===== src/rtl/bht_update_queue.sv =====
`default_nettype none
// +----------------------------------------------------------------------------+
// | Module  : bht_update_queue (with bht_update_queue_pkg)                     |
// | Brief   : Collects resolved branch outcomes from two commit-side resolve   |
// |           ports and sends them to the BHT in program order, one per cycle. |
// | Rev     : 1.0 - initial release                                            |
// +----------------------------------------------------------------------------+

package bht_update_queue_pkg;
  // Virtual address width of a branch PC.
  parameter int VLEN = 64;

  // Update handed to the branch history table.
  typedef struct packed {
    logic            valid;
    logic [VLEN-1:0] pc;
    logic            taken;
  } bht_update_t;
endpackage

module bht_update_queue
  import bht_update_queue_pkg::*;
#(
  parameter int DEPTH = 4
) (
  input  logic                       clk_i,
  input  logic                       rst_i,
  input  logic                       flush_i,
  input  logic                       debug_mode_i,
  input  logic [1:0]                 resolve_valid_i,
  input  logic [1:0][VLEN-1:0]       resolve_pc_i,
  input  logic [1:0]                 resolve_taken_i,
  output logic                       ready_o,
  output bht_update_t                bht_update_o,
  output logic [$clog2(DEPTH):0]     occupancy_o,
  output logic                       overflow_o
);

  localparam int PW = $clog2(DEPTH);
  localparam int CW = PW + 1;
  localparam logic [CW-1:0] DEPTH_C = CW'(DEPTH);
  localparam logic [CW-1:0] TWO_C   = CW'(2);

  // Registered queue state
  logic [PW-1:0]   head;
  logic [PW-1:0]   tail;
  logic [CW-1:0]   count;
  logic            overflow;

  // Entry storage; contents are only meaningful between head and tail
  logic [VLEN-1:0] pc_mem    [DEPTH];
  logic            taken_mem [DEPTH];

  // Per-cycle control
  logic            pop;
  logic            elig0;
  logic            elig1;
  logic [CW-1:0]   free_slots;
  logic            accept0;
  logic            accept1;
  logic            dropped;
  logic [PW-1:0]   wr_addr1;

  // Pop/push decisions: the BHT never back-pressures, so a non-empty queue
  // always pops unless flushing; the same-cycle pop frees one slot for pushes.
  always_comb begin
    pop        = (count != '0) && !flush_i;
    elig0      = resolve_valid_i[0] && !debug_mode_i && !flush_i;
    elig1      = resolve_valid_i[1] && !debug_mode_i && !flush_i;
    free_slots = DEPTH_C - count + CW'(pop);
    // Port 0 is older, so it claims the first free slot; port 1 is dropped first.
    accept0    = elig0 && (free_slots != '0);
    accept1    = elig1 && (elig0 ? (free_slots >= TWO_C) : (free_slots != '0));
    dropped    = (elig0 && !accept0) || (elig1 && !accept1);
    // Port 1 lands right after port 0 when both are accepted, else at tail.
    wr_addr1   = tail + PW'(accept0);
  end

  // Pointer, count and overflow registers; reset beats flush beats push/pop.
  always_ff @(posedge clk_i) begin
    if (rst_i) begin
      head     <= '0;
      tail     <= '0;
      count    <= '0;
      overflow <= 1'b0;
    end else if (flush_i) begin
      head     <= '0;
      tail     <= '0;
      count    <= '0;
      overflow <= 1'b0;
    end else begin
      head     <= head + PW'(pop);
      tail     <= tail + PW'(accept0) + PW'(accept1);
      count    <= count + CW'(accept0) + CW'(accept1) - CW'(pop);
      overflow <= dropped;
    end
  end

  // Entry storage writes; no reset needed since count gates every read.
  always_ff @(posedge clk_i) begin
    if (!rst_i) begin
      if (accept0) begin
        pc_mem[tail]    <= resolve_pc_i[0];
        taken_mem[tail] <= resolve_taken_i[0];
      end
      if (accept1) begin
        pc_mem[wr_addr1]    <= resolve_pc_i[1];
        taken_mem[wr_addr1] <= resolve_taken_i[1];
      end
    end
  end

  // Outputs come from registered state only; pc/taken are zeroed when empty.
  always_comb begin
    bht_update_o       = '0;
    bht_update_o.valid = (count != '0);
    if (count != '0) begin
      bht_update_o.pc    = pc_mem[head];
      bht_update_o.taken = taken_mem[head];
    end
    occupancy_o = count;
    overflow_o  = overflow;
    ready_o     = (DEPTH_C - count) >= TWO_C;
  end

endmodule
`default_nettype wire


===== config.mk =====
export PLATFORM = sky130hd
export DESIGN_NAME = bht_update_queue
export DESIGN_NICKNAME = d
export VERILOG_FILES = /design/src/rtl/bht_update_queue.sv
export SDC_FILE = /design/constraint.sdc
export NUM_CORES = 1
export LEC_CHECK = 0
export BUFFER_PORTS_ARGS = -buffer_cell sky130_fd_sc_hd__buf_4
export CORE_MARGIN = 2
export CORE_UTILIZATION = 60
export DETAILED_ROUTE_END_ITERATION = 7
export GPL_ROUTABILITY_DRIVEN = 0
export GPL_TIMING_DRIVEN = 0
export PLACE_DENSITY_LB_ADDON = 0.15
export RECOVER_POWER = 50
export SLEW_MARGIN = 30
export SYNTH_ARGS = -nofsm -noshare
export SYNTH_HDL_FRONTEND = slang
export SYNTH_SLANG_ARGS = --single-unit

===== constraint.sdc =====
create_clock -name clk_i -period 18.6 [get_ports clk_i]
set_input_delay 1.86 -clock clk_i [delete_from_list [all_inputs] [get_ports clk_i]]
set_output_delay 1.86 -clock clk_i [all_outputs]
set_load 0.02 [all_outputs]

==> results.md <==
- Failing checks: capacitance limit, slew limit
- Actual slew at the worst max-slew pin: approximately 1.7 ns
- Layout area overhead: 20.6%
- Die Height: between 150 and 200 µm
- Synth top area share: 0.567
- Post-synth EDFFs: 260
- Slew Viols, Final: 22
- Antenna violations before repair: 0
- Share of cells above drive strength 1: 0.407
- Status: complete, but fails checks
- Crit-path max FO: 13
- Starting Density: 0.610
- Full die area: around 0.024 mm²
- Main area contributors after synthesis: edfxtp_1, mux2_1, mux4_2, mux2_2, mux2_4
- Total core area: between 0.02 and 0.025 mm²
- Slew margin rel.: -0.171
- Min cycle time layout: about 7 ns
- Final WS setup: between 10 and 15 ns
- PwrDens: 86.5 mW/mm²
- Final Hold Fails: 0
- Seq/Total Area, Yosys: 0.578
- # resized after CTS: 0
- Cells after synthesis: slightly below 800
- Initial DRC count: 360
- Most common cell after layout, fill and taps aside: edfxtp_1
- Critical path class: input port to flop
- Final setup violation count: 0
- Buf/Inv on CP: 5
- Remaining DRCs: 0
- Non-Filler Instances: ~1,300
- Finished Cell Area: 0.0166 mm²
- Dpl cells: 1,287
- Skew final: 0.00872 ns
- Worst path cell trace: clkbuf_1 -> nor3_1 -> ha_1 -> nor4_1 -> nor2_1 -> ha_1 -> xor2_1 -> nand4_1 -> clkbuf_1 -> clkbuf_1 -> o21ai_0 -> clkbuf_1 -> buf_8
- Fin nets: 1,178
- Root Buffer: clkbuf_16
- Post-CTS setup buffers: 0
- VDD IR-drop max: 0.0725 mV
- Highest clock rate: between 0.1 and 0.15 GHz
- Router iterations before antenna repair: 7
- Total chip power: between 1 and 1.5 mW
- Hold Slack: slightly below 0.6 ns
- Synthesis-stage register bit count: around 270
- Maximum cell stage delay along the critical path: around 0.89 ns
- Clk buf depth: 3
- CP Data Required Time: roughly 19 ns
- RSZ-0062 raised after global routing: no
- Clock slew at reported path FFs: 0.06 ns
- Clk sink count: roughly 270
- Rows: 55
- Util after Layout: 0.736
- I/O pin count: about 210
- Hold Crit Class: flop to flop
- Total gr overflow: 0
- Clk Latency, worst-skew pair: 0.54 ns
- P_leak: approximately 5.8 nW
- Hold path cells: 2
- Ys Warns: 0
- FF-to-FF path depth: 15
- Largest net degree at the start of global routing: 19
- Synth cell types: 44
- Antenna cells: 0
- DP HPWL: about 21 mm
- Cts bufs inserted: 29
- Dpl ws: 12.73 ns
- Yosys top cell by area: edfxtp_1
- Worst Path Arrival: ~7 ns
- WL per Instance: 22.7 µm
- Hold Buf Count CTS: 0
- Dpl cell area: between 0.015 and 0.02 mm²
- Critical path depth: 13
- Filler cell count: 1,519
- Most frequent CP cell: clkbuf_1
- Vias in the first global route: between 8,000 and 9,000
- Slowest CP cell: clkbuf_1
- Post-Route WL: slightly above 30 mm
- ANT nets after route: 0
- Setup TNS: 0 ns
- Most frequent cells in the layout: edfxtp_1, buf_4, mux2_1, mux2_2, mux4_2
- Mapped Area: approximately 0.014 mm²
- Wire length of the first global-routing pass: ~47 mm
- CTS tree: built
- Vias/cell: between 5 and 6
- Top FF cell, synth: edfxtp_1
- IO Port Bufs: between 200 and 250
- Critical Path Source Type: input port
- Crit. End Element: flop
- Die X: between 150 and 200 µm
- Vias: around 7,900
- Ys async rst share: 0
- GRT Total Usage: 0.254
- Family with the most delay on the worst path: buffers and inverters
- H-tree Lvls: 1
- Mean Syn Cell Area: approximately 18 µm²
- Final worst-path cycle share: 0.371
- Max_cap viols: 2
- Syn Nets: just over 900
worst paths after layout:
path | startpoint | endpoint | slack [ns]
worst max-delay path | flush_i | pc_mem[2][31] | 11.70
worst max register to register | occupancy_o[0] | pc_mem[2][31] | 12.15
worst min register to register | occupancy_o[1] | occupancy_o[2] | 0.59
worst min-delay path | occupancy_o[1] | occupancy_o[2] | 0.59
cell type report:
class	count	area (µm²)	share of cell area
inverter	8	30.0	0.00181
timing repair buffer	228	1880	0.113
buffer	51	216	0.0130
multi-input combinational	448	5280	0.318
clock buffer	37	756	0.0455
clock inverter	16	129	0.00776
tap	285	357	0.0215
sequential	268	7970	0.480
worst register-to-register path: stages, from the launching register on:
cell,delay (ns)
dfxtp_1,0.43
inv_1,0.16
ha_1,0.23
ha_1,0.26
nor3_1,0.22
ha_1,0.31
nor4_1,0.89
nor2_1,0.19
ha_1,0.25
xor2_1,0.33
nand4_1,0.23
clkbuf_1,0.35
clkbuf_1,0.39
o21ai_0,0.75
clkbuf_1,0.89
buf_8,0.27
logic make-up (layout without fill, tap and decap cells):
| family | Yosys count | after routing | share of synthesized area |
|---|---|---|---|
| mux | 325 | 325 | 0.327 |
| flops | 268 | 268 | 0.578 |
| simple gates | 100 | 100 | 0.0486 |
| buf+inv | 59 | 340 | 0.0294 |
| fa+ha+maj | 8 | 8 | 0.00836 |
| compound gates | 8 | 8 | 0.00363 |
| xor+xnor | 7 | 7 | 0.00445 |
cell usage after synthesis (all sizes together) (3+ instances only):
| master | number |
|---|---|
| nand2 | 3 |
| ha | 6 |
| nor2 | 11 |
| inv | 8 |
| buf | 36 |
| clkbuf | 15 |
| mux4 | 65 |
| nor3 | 4 |
| mux2 | 260 |
| and2 | 65 |
| dfxtp | 8 |
| xnor2 | 6 |
| o21ai | 3 |
| edfxtp | 260 |
power by group:
part           internal, mW  total [mW]  switching, mW  leakage, nW
clock network         0.313       0.542          0.229        0.432
logic                 0.103       0.215          0.112         2.97
registers             0.676       0.679        0.00323         2.41
total                  1.09        1.44          0.344         5.81
sequential cells by signal (all words and copies together) (netlist names):
register,count
head,2
occupancy_o,3
overflow_o,1
pc_mem,256
tail,2
taken_mem,4
layer usage:
metal / GRT usage / vias up / part of all wire
met5: 0 / - / 0
met4: 0.0786 / 0 / 0.028
met3: 0.0407 / 59 / 0.053
met2: 0.444 / 230 / 0.51
met1: 0.329 / 4000 / 0.41
li1: - / 3610 / -
Note: power is estimated with default switching activity, not from simulation.
